`src/rtl/regfile_pkg.sv`:
```
// Shared register-file constants for the write arbiter and its arbiter core.
// Widths follow the RV32 integer register file.
package regfile_pkg;

    localparam int ADDR_W = 5;
    localparam int DATA_W = 32;

    // Architectural zero register: writes to it are accepted but discarded.
    localparam logic [ADDR_W-1:0] REG_ZERO = 5'd0;

    // Width and ceiling of the dropped-x0-write statistic.
    localparam int              DROP_CNT_W   = 16;
    localparam logic [15:0]     DROP_CNT_MAX = 16'hFFFF;

    // Saturating increment used by the x0 drop counter.
    function automatic logic [DROP_CNT_W-1:0] sat_inc(input logic [DROP_CNT_W-1:0] value);
        if (value == DROP_CNT_MAX) begin
            return value;
        end
        return value + 16'd1;
    endfunction

endpackage

```
`src/rtl/rr_arbiter.sv`:
```
// Round-robin grant selection: picks the first asserted request at or above
// the pointer, wrapping around to index 0 when nothing above it is asserted.
// Purely combinational; the owner keeps the pointer.
module rr_arbiter #(
    parameter int N_REQ = 2,
    localparam int IDX_W = $clog2(N_REQ)
) (
    input  logic [N_REQ-1:0] i_req,
    input  logic [IDX_W-1:0] i_ptr,
    output logic [N_REQ-1:0] o_grant,
    output logic [IDX_W-1:0] o_idx,
    output logic             o_any
);

    logic [N_REQ-1:0] w_hi_mask;   // requesters at or above the pointer
    logic [N_REQ-1:0] w_hi_req;    // requests in the upper (preferred) window
    logic [N_REQ-1:0] w_sel_req;   // window actually searched

    // Thermometer mask of positions at or after the pointer.
    genvar gi;
    generate
        for (gi = 0; gi < N_REQ; gi++) begin : g_mask
            assign w_hi_mask[gi] = (IDX_W'(gi) >= i_ptr);
        end
    endgenerate

    assign w_hi_req  = i_req & w_hi_mask;
    assign w_sel_req = (|w_hi_req) ? w_hi_req : i_req;
    assign o_any     = |i_req;

    // Lowest set bit of the chosen window wins; scanning downward lets the
    // lowest index overwrite any higher candidate.
    always_comb begin
        o_grant = '0;
        o_idx   = '0;
        for (int k = N_REQ - 1; k >= 0; k--) begin
            if (w_sel_req[k]) begin
                o_grant    = '0;
                o_grant[k] = 1'b1;
                o_idx      = IDX_W'(k);
            end
        end
    end

endmodule

```
`src/rtl/regfile_write_arbiter.sv`:
```
// Register-file write-port arbiter: several write requesters share one
// register-file write port under round-robin priority. Writes to x0 are
// accepted and dropped, and counted in a saturating statistic.
module regfile_write_arbiter #(
    parameter int N_REQ  = 2,
    parameter int ADDR_W = regfile_pkg::ADDR_W,
    parameter int DATA_W = regfile_pkg::DATA_W,
    localparam int SRC_W = $clog2(N_REQ)
) (
    input  logic                           clk,
    input  logic                           rst,
    input  logic [N_REQ-1:0]               req_valid,
    input  logic [N_REQ-1:0][ADDR_W-1:0]   req_addr,
    input  logic [N_REQ-1:0][DATA_W-1:0]   req_data,
    output logic [N_REQ-1:0]               req_ready,
    output logic                           wr_ena,
    output logic [ADDR_W-1:0]              wr_addr,
    output logic [DATA_W-1:0]              wr_data,
    output logic [SRC_W-1:0]               wr_src,
    output logic [15:0]                    x0_drop_cnt
);

    import regfile_pkg::*;

    // Architectural state.
    logic [SRC_W-1:0]   r_rr_ptr;
    logic               r_wr_ena;
    logic [ADDR_W-1:0]  r_wr_addr;
    logic [DATA_W-1:0]  r_wr_data;
    logic [SRC_W-1:0]   r_wr_src;
    logic [15:0]        r_x0_cnt;

    // Arbitration results.
    logic [N_REQ-1:0]   w_grant;
    logic [SRC_W-1:0]   w_idx;
    logic               w_any;
    logic               w_fire;
    logic [ADDR_W-1:0]  w_sel_addr;
    logic [DATA_W-1:0]  w_sel_data;
    logic               w_is_x0;
    logic [SRC_W-1:0]   w_ptr_next;

    rr_arbiter #(
        .N_REQ (N_REQ)
    ) u_rr_arbiter (
        .i_req   (req_valid),
        .i_ptr   (r_rr_ptr),
        .o_grant (w_grant),
        .o_idx   (w_idx),
        .o_any   (w_any)
    );

    // Grants are suppressed during reset so nothing is consumed and the
    // requester simply retries once reset is released.
    assign req_ready  = rst ? '0 : w_grant;
    assign w_fire     = w_any & ~rst;

    assign w_sel_addr = req_addr[w_idx];
    assign w_sel_data = req_data[w_idx];
    assign w_is_x0    = (w_sel_addr == ADDR_W'(REG_ZERO));

    // Pointer moves to the slot just after the winner, wrapping at N_REQ.
    assign w_ptr_next = (w_idx == SRC_W'(N_REQ - 1)) ? '0 : (w_idx + SRC_W'(1));

    // Round-robin pointer: advances only on an accepted transfer.
    always_ff @(posedge clk) begin
        if (rst) begin
            r_rr_ptr <= '0;
        end else if (w_fire) begin
            r_rr_ptr <= w_ptr_next;
        end
    end

    // Registered write port: one-cycle latency, fields hold when idle or on
    // a dropped x0 write so the register file sees stable values.
    always_ff @(posedge clk) begin
        if (rst) begin
            r_wr_ena  <= 1'b0;
            r_wr_addr <= '0;
            r_wr_data <= '0;
            r_wr_src  <= '0;
        end else begin
            r_wr_ena <= w_fire & ~w_is_x0;
            if (w_fire && !w_is_x0) begin
                r_wr_addr <= w_sel_addr;
                r_wr_data <= w_sel_data;
                r_wr_src  <= w_idx;
            end
        end
    end

    // Saturating count of accepted writes aimed at x0.
    always_ff @(posedge clk) begin
        if (rst) begin
            r_x0_cnt <= '0;
        end else if (w_fire && w_is_x0) begin
            r_x0_cnt <= sat_inc(r_x0_cnt);
        end
    end

    assign wr_ena      = r_wr_ena;
    assign wr_addr     = r_wr_addr;
    assign wr_data     = r_wr_data;
    assign wr_src      = r_wr_src;
    assign x0_drop_cnt = r_x0_cnt;

endmodule
```
`config.mk`:
```
export PLATFORM = sky130hd
export DESIGN_NAME = regfile_write_arbiter
export DESIGN_NICKNAME = d
export VERILOG_FILES = /design/src/rtl/regfile_pkg.sv /design/src/rtl/rr_arbiter.sv /design/src/rtl/regfile_write_arbiter.sv
export SDC_FILE = /design/constraint.sdc
export NUM_CORES = 1
export LEC_CHECK = 0
export BUFFER_PORTS_ARGS = -buffer_cell sky130_fd_sc_hd__buf_2
export CAP_MARGIN = 30
export CELL_PAD_IN_SITES_DETAIL_PLACEMENT = 0
export CELL_PAD_IN_SITES_GLOBAL_PLACEMENT = 1
export CORE_UTILIZATION = 34
export CTS_BUF_LIST = sky130_fd_sc_hd__clkbuf_16
export DETAILED_ROUTE_END_ITERATION = 12
export PLACE_DENSITY = 0.83
export SLEW_MARGIN = 10
export SYNTH_ARGS = -nofsm -noshare
export SYNTH_HDL_FRONTEND = slang
export SYNTH_SLANG_ARGS = --single-unit
```
`constraint.sdc`:
```
create_clock -name clk -period 4.35 [get_ports clk]
set_input_delay 0.6525 -clock clk [delete_from_list [all_inputs] [get_ports clk]]
set_output_delay 0.6525 -clock clk [all_outputs]
set_load 0.05 [all_outputs]
```
==> metrics, run 1 <==
RR Startpoint r_rr_ptr; Worst-Margin Slew 0.628 ns; Max IR drop VDD 0.000167 V; number of flops mapped to enable cells by yosys 0; Met3 Wirelength 491 µm; crit-path max cell delay 0.51 ns; sequential share of the synthesized area 0.429; post-detail-place hpwl 4930 µm; WL/cell 12.8 µm; DR top layer met4; CTS buffer count 5; Clock Skew 0.00581 ns; via count of the first global-routing pass 2,431; Pre-antenna DRT Iters 4; max-slew violations 0; antenna diode count 0; WL final 6600 µm; Die Span X 89.7 µm; CP Launch Type input pin; gpl congestion 0.789; Clock Tree Root clkbuf_16; clock slew seen by the registers of the worst setup and hold paths 0.07 ns; most common cell in the netlist dfxtp_1; Critical Path Source req_addr[2]; CTS-repair resized insts 0; Post-DP Area 0.00334 mm²; core area 0.00733 mm²; CP Cell Sequence buf_2, or4_1, a211o_1, a21o_1, nor4_1, mux2_2; leakage power 1.68 nW; Crit. End Element flip-flop; GRT overflow 0; H-tree levels 2; Ports 135; clock buffer depth 2; synth warn 0; initial DRC count 42; Hold Path Origin r_rr_ptr; Final Hold Fails 0; ANT nets after route 0; Initial Util 0.357; area grow syn2layout 33.6%; Hold WS 0.461 ns; cell taking the most area after synthesis dfxtp_1; Skew-Pair Late Insertion Delay 0.28 ns; maximum clock rate 0.390 GHz; Rows 31; Chip Height 89.7 µm; period utilisation layout 0.589; gr usage total 0.164; via count 2,567; WL met2 3010 µm; top cell type's share of synthesized area 0.429; die area 0.00805 mm²; Synth Cell Area 0.00262 mm²; CP max FO 25; cts hold-fix bufs 0; min Tclk post-route 2.56 ns; Layout Nets 496; synthesized area per cell 8.84 µm²; FFs w/ async S/R, synth 0; CP arrival 2.74 ns; Residual DRC 0; Final Setup Violations 0; largest net degree at the start of global routing 67; final instance area 0.00350 mm²; initial antenna violation count 0; CP max stage cell or4_1; Post-Syn Nets 375; outcome complete, no violations; TritonCTS clock tree done; fraction of layout cells with a size suffix above 1 0.364; largest cells by area after synthesis dfxtp_1, mux2i_1, a211oi_1; post-CTS setup buffers 0; Worst EP required 4.53 ns; depth of the most critical reg-to-reg path 5; total power 1.22 mW; Max Cap Viol 0; r2r setup slk 2.15 ns; vias per inst 4.97; ys flop type dfxtp_1; WHS Path Cells 2; M1 wire length 3030 µm; # clock sinks 56; Hold Path Class flip-flop to flip-flop; Syn Inst Count 296; Slew HR 0.582; final core occ 0.477; IO buf count 134; critical path type input pin to flip-flop; #FFs+latches synth 56; setup TNS 0 ns; Synth top cells by count dfxtp_1, nor2_1, mux2i_1; Power Density 350 mW/mm²; first-pass GRT wire length 11,000 µm; synth unique cells 38; unrepaired setup endpoints after global routing false
==> logic make-up (layout without fill, tap and decap cells) <==
| logic type | after synthesis | after routing | synth area share |
|---|---|---|---|
| AOI/OAI and AO/OA | 77 | 77 | 0.200 |
| and+or+nand+nor | 99 | 99 | 0.189 |
| buffers and inverters | 28 | 150 | 0.0426 |
| muxes | 35 | 35 | 0.134 |
| DFF | 56 | 56 | 0.429 |
| adders and majority gates | 1 | 1 | 0.00478 |
==> layout by cell type (no fill, tap or decap), types with 7 or more instances in the layout <==
cell      count
a21oi_1      19
dfxtp_1      56
buf_2       134
nand4_1       8
nand3_1       9
nor2_1       39
mux2i_1      34
o21ai_0       7
nand2_1      11
a211oi_1     33
==> path summary, 6_finish.rpt <==
| check | end |
|---|---|
| worst min register to register | r_rr_ptr |
| worst max register to register | x0_drop_cnt[10] |
| worst max-delay path | x0_drop_cnt[10] |
| worst min-delay path | r_rr_ptr |
==> worst max-delay path, delay by kind of cell <==
family / cells / cell delay [ns]
compound gates: 2 / 0.75
mux: 1 / 0.36
buf+inv: 1 / 0.11
simple gates: 2 / 0.87
==> final cells by class <==
type                       instances  area (µm²)
fill                             739        3830
tap                               99         124
inverter                           4        15.0
multi-input combinational        212        1390
clock inverter                     3        11.3
clock buffer                       5         125
sequential                        56        1120
timing repair buffer             138         713
==> per-layer routing <==
layer	up-vias	track usage
li1	1340	-
met1	1125	0.197
met2	97	0.285
met3	5	0.0465
met4	0	0.0478
met5	-	0
==> sequential cells by signal, summed over array words and instances, names as in the netlist <==
name,count
r_rr_ptr,1
wr_data,32
wr_ena,1
x0_drop_cnt,16
wr_src,1
wr_addr,5
==> power breakdown <==
group	switching [mW]	leakage [nW]	internal, mW
Combinational	0.197	1.14	0.0903
Clock	0.169	0.0738	0.208
Sequential	0.0151	0.461	0.544
==> metrics by stage <==
step | setup slack [ns] | instances
finish | 1.79 | 517
floorplan | 1.51 | 296
detailed placement | 1.50 | 508
global route | 1.60 | 517
global placement | 1.51 | 508
CTS | 1.80 | 516
Note: power is estimated with default switching activity, not from simulation.
==> inputs of run 2 (changes only) <==
- CORE_UTILIZATION: 34 -> 29
- PLACE_DENSITY: 0.83 -> 0.75
- clock period: 4.35 -> 2.2 ns (I/O delays scaled with it)
==> metrics, run 2 (synthesized netlist as in run 1, its figures left out) <==
first-pass GRT wire length 11,800 µm; fill cell count 875; Hold WS 0.359 ns; Residual DRC 0; CP Cell Sequence buf_2, or4_1, a211o_1, a21o_1, nor4_1, mux2_2; outcome complete, no violations; antenna diode count 0; crit-path max cell delay 0.55 ns; die area 0.00941 mm²; final worst slack 0.137 ns; ANT nets after route 0; met1 usage 0.184; core area 0.00872 mm²; largest net degree at the start of global routing 52; CP arrival 2.24 ns; Max IR drop VDD 0.000292 V; H-tree levels 2; GRT met2 Usage 0.261; max-slew violations 0; critical path type input pin to flip-flop; Hold Path Class input pin to flip-flop; post-CTS setup buffers 0; CP max FO 9; Worst EP required 2.38 ns; initial DRC count 29; Comb pwr share 0.236; setup TNS 0 ns; switch share 0.322; fraction of layout cells with a size suffix above 1 0.388; Largest register FFs 32; CTS-repair resized insts 0; Cell Count, Final, Fillers Out 536; Power Density 689 mW/mm²; leakage power 1.72 nW; period utilisation layout 0.938; TritonCTS clock tree done; commonest non-fill, non-tap cell in the layout buf_2; maximum clock rate 0.485 GHz; vias per inst 4.88; final instance area 0.00362 mm²; Rows 34; Chip Height 97.0 µm; Initial Util 0.300; GRT overflow 0; switching power of the nets 804 µW; Global Route met3 Usage 0.0462; Buf/Inv on CP 1; Die Span X 97.0 µm; Place WS -0.156 ns; Clock Skew 0.00513 ns; Layout Nets 506; Final Setup Violations 0; post-detail-place hpwl 5450 µm; Crit. End Element flip-flop; IO buf count 134; min Tclk post-route 2.06 ns; Clock Power Share 0.322; Cell Int Power 1.69 mW; CTS buffer count 5; Skew-Pair Late Insertion Delay 0.29 ns; total power 2.50 mW; Final Hold Fails 0; # clock sinks 56; Pre-antenna DRT Iters 4; placed cell count 528; Clock Tree Root clkbuf_16; CP max stage cell or4_1; unrepaired setup endpoints after global routing false; Worst-Margin Slew 0.537 ns; WL final 7200 µm; gpl congestion 0.769; GRT Max-Usage Layer met2; Ports 135; gr usage total 0.152; area grow syn2layout 38.5%; WL/cell 13.4 µm; Max Cap Viol 0; Slew HR 0.640; final core occ 0.415; clock slew seen by the registers of the worst setup and hold paths 0.07 ns; via count 2,616; most frequent cells in the layout buf_2, dfxtp_1, nor2_1, mux2i_1, a211oi_1; Top Family by Delay on Critical Path simple AND/OR/NAND/NOR gates; Post-DP Area 0.00347 mm²; CP Launch Type input pin; cts hold-fix bufs 0; part of the power in registers 0.442; via count of the first global-routing pass 2,520; initial antenna violation count 0; clock buffer depth 2
-- run 2: final cells by class --
| class | instances | area, µm² | share of cell area |
|---|---|---|---|
| clock inverter | 3 | 23.8 | 0.00656 |
| multi-input combinational | 212 | 1390 | 0.383 |
| timing repair buffer | 148 | 813 | 0.225 |
| tap | 108 | 135 | 0.0373 |
| sequential | 56 | 1120 | 0.310 |
| clock buffer | 5 | 125 | 0.0345 |
| inverter | 4 | 15.0 | 0.00415 |
-- run 2: tightest hold or removal path, stage by stage --
cell	delay [ns]
buf_2	0.08
mux2i_1	0.07
o2bb2ai_1	0.13
-- run 2: power by group through the flow --
stage | Clock [mW] | Sequential [mW] | Combinational, mW
6_report | 0.804 | 1.10 | 0.589
2_1_floorplan | 0 | 1.34 | 0.192
5_1_grt | 0.876 | 1.11 | 0.633
3_5_place_dp | 0 | 1.13 | 0.596
4_1_cts | 0.835 | 1.11 | 0.596
3_3_place_gp | 0 | 1.13 | 0.593
-- run 2: final timing paths --
path	slack [ns]	endpoint	depth (start not counted)	startpoint
worst max register to register	0.33	x0_drop_cnt[9]	5	x0_drop_cnt[6]
worst max-delay path	0.14	x0_drop_cnt[10]	6	req_addr[2]
worst min register to register	0.46	r_rr_ptr	2	r_rr_ptr
worst min-delay path	0.36	wr_addr[1]	3	req_addr[1]
-- run 2: per-layer routing --
layer | wire (µm) | vias up
met1 | 3340 | 1157
met3 | 460 | 4
li1 | - | 1362
met5 | 0 | -
met2 | 3350 | 93
met4 | 47 | 0
==> inputs of run 3 (changes only) <==
- CAP_MARGIN: 30 -> 20
- CTS_BUF_LIST: sky130_fd_sc_hd__clkbuf_16 -> unset
==> metrics, run 3 (synthesized netlist as in run 1, its figures left out) <==
most frequent cells in the layout buf_2, dfxtp_1, nor2_1, mux2i_1, a211oi_1; Slew HR 0.634; Buf/Inv on CP 2; via count 2,628; IO buf count 134; post-detail-place hpwl 5450 µm; FF/Latch Area 0.00112 mm²; Clock Skew 0.00544 ns; clock slew seen by the registers of the worst setup and hold paths 0.10 ns; final instance area 0.00357 mm²; fill cell count 880; Ports 135; Post-DP Area 0.00347 mm²; commonest non-fill, non-tap cell in the layout buf_2; clock buffer depth 2; Power Density 637 mW/mm²; critical path type input pin to flip-flop; period utilisation layout 0.924; Max Cap Viol 0; CP arrival 2.27 ns; largest net degree at the start of global routing 52; Residual DRC 0; antenna diode count 0; Layout Nets 506; Largest register FFs 32; Multi-input gate area 0.00139 mm²; TritonCTS clock tree done; Worst EP required 2.44 ns; Clock Tree Root clkbuf_8; core area 0.00872 mm²; area grow syn2layout 36.3%; vias per inst 4.90; CTS-repair resized insts 0; outcome complete, no violations; fraction of layout cells with a size suffix above 1 0.388; GRT overflow 0; unrepaired setup endpoints after global routing false; Cell Count, Final, Fillers Out 536; placed cell count 528; crit-path max cell delay 0.55 ns; die area 0.00941 mm²; gr usage total 0.153; Chip Height 97.0 µm; Max IR drop VDD 0.000266 V; total power 2.27 mW; Rows 34; CP Launch Type input pin; Crit. End Element flip-flop; CP Cell Sequence buf_2, or4_1, a211o_1, a21o_1, buf_4, or3_1, a21oi_1; Pre-antenna DRT Iters 4; gpl congestion 0.769; ANT nets after route 0; cts hold-fix bufs 0; initial antenna violation count 0; WL final 7180 µm; CP max FO 9; Hold Path Class input pin to flip-flop; first-pass GRT wire length 11,800 µm; Skew-Pair Late Insertion Delay 0.31 ns; via count of the first global-routing pass 2,516; max-slew violations 0; Initial Util 0.300; # clock sinks 56; Die Span X 97.0 µm; H-tree levels 2; initial DRC count 39; min Tclk post-route 2.03 ns; maximum clock rate 0.492 GHz; post-CTS setup buffers 0; CP max stage cell or4_1; leakage power 1.70 nW; WL/cell 13.4 µm; Final Hold Fails 0; Final Setup Violations 0; Worst-Margin Slew 0.549 ns; CTS buffer count 5; Top Family by Delay on Critical Path simple AND/OR/NAND/NOR gates
## run 3: per-stage QoR
stage / hold slack [ns] / TNS (ns) / setup slack, ns / utilization
2_1_floorplan: 0.431 / 0 / 0.0753 / -
5_1_grt: 0.334 / 0 / 0.0838 / 0.409
3_5_place_dp: 0.446 / -1.27 / -0.156 / 0.398
6_report: 0.337 / 0 / 0.166 / 0.409
4_1_cts: 0.327 / 0 / 0.188 / 0.409
3_3_place_gp: 0.442 / -0.926 / -0.132 / 0.398
## run 3: worst paths after layout
path / start / end / slack, ns / cells after the start
setup / recovery: req_addr[2] / x0_drop_cnt[13] / 0.17 / 7
setup reg to reg: x0_drop_cnt[6] / x0_drop_cnt[9] / 0.33 / 5
hold reg to reg: r_rr_ptr / r_rr_ptr / 0.46 / 2
hold / removal: req_addr[1] / wr_addr[1] / 0.34 / 3
## run 3: power by group
group / internal [mW] / switching, mW
clock: 0.226 / 0.351
combinational: 0.193 / 0.396
sequential: 1.08 / 0.0290
total: 1.50 / 0.776
## run 3: worst register-to-register path, stage by stage (launching register included)
cell     delay, ns
dfxtp_1       0.43
nand4_1       0.27
or4_1         0.70
nand4_1       0.17
or3_1         0.12
a21oi_1       0.06
## run 3: routing by layer
layer  part of all wire  global-route usage  vias up  wire, µm
li1                   -                   -     1362         -
met1               0.46               0.185     1166      3290
met2               0.46               0.257       95      3320
met3              0.069              0.0455        5       494
met4              0.011              0.0494        0        78
met5                  0                   0        -         0
## run 3: layout make-up
type | instances | share of cell area
Clock buffer | 5 | 0.0193
Clock inverter | 3 | 0.00667
Inverter | 4 | 0.00421
Multi-Input combinational cell | 212 | 0.389
Sequential cell | 56 | 0.314
Tap cell | 108 | 0.0379
Timing Repair Buffer | 148 | 0.228
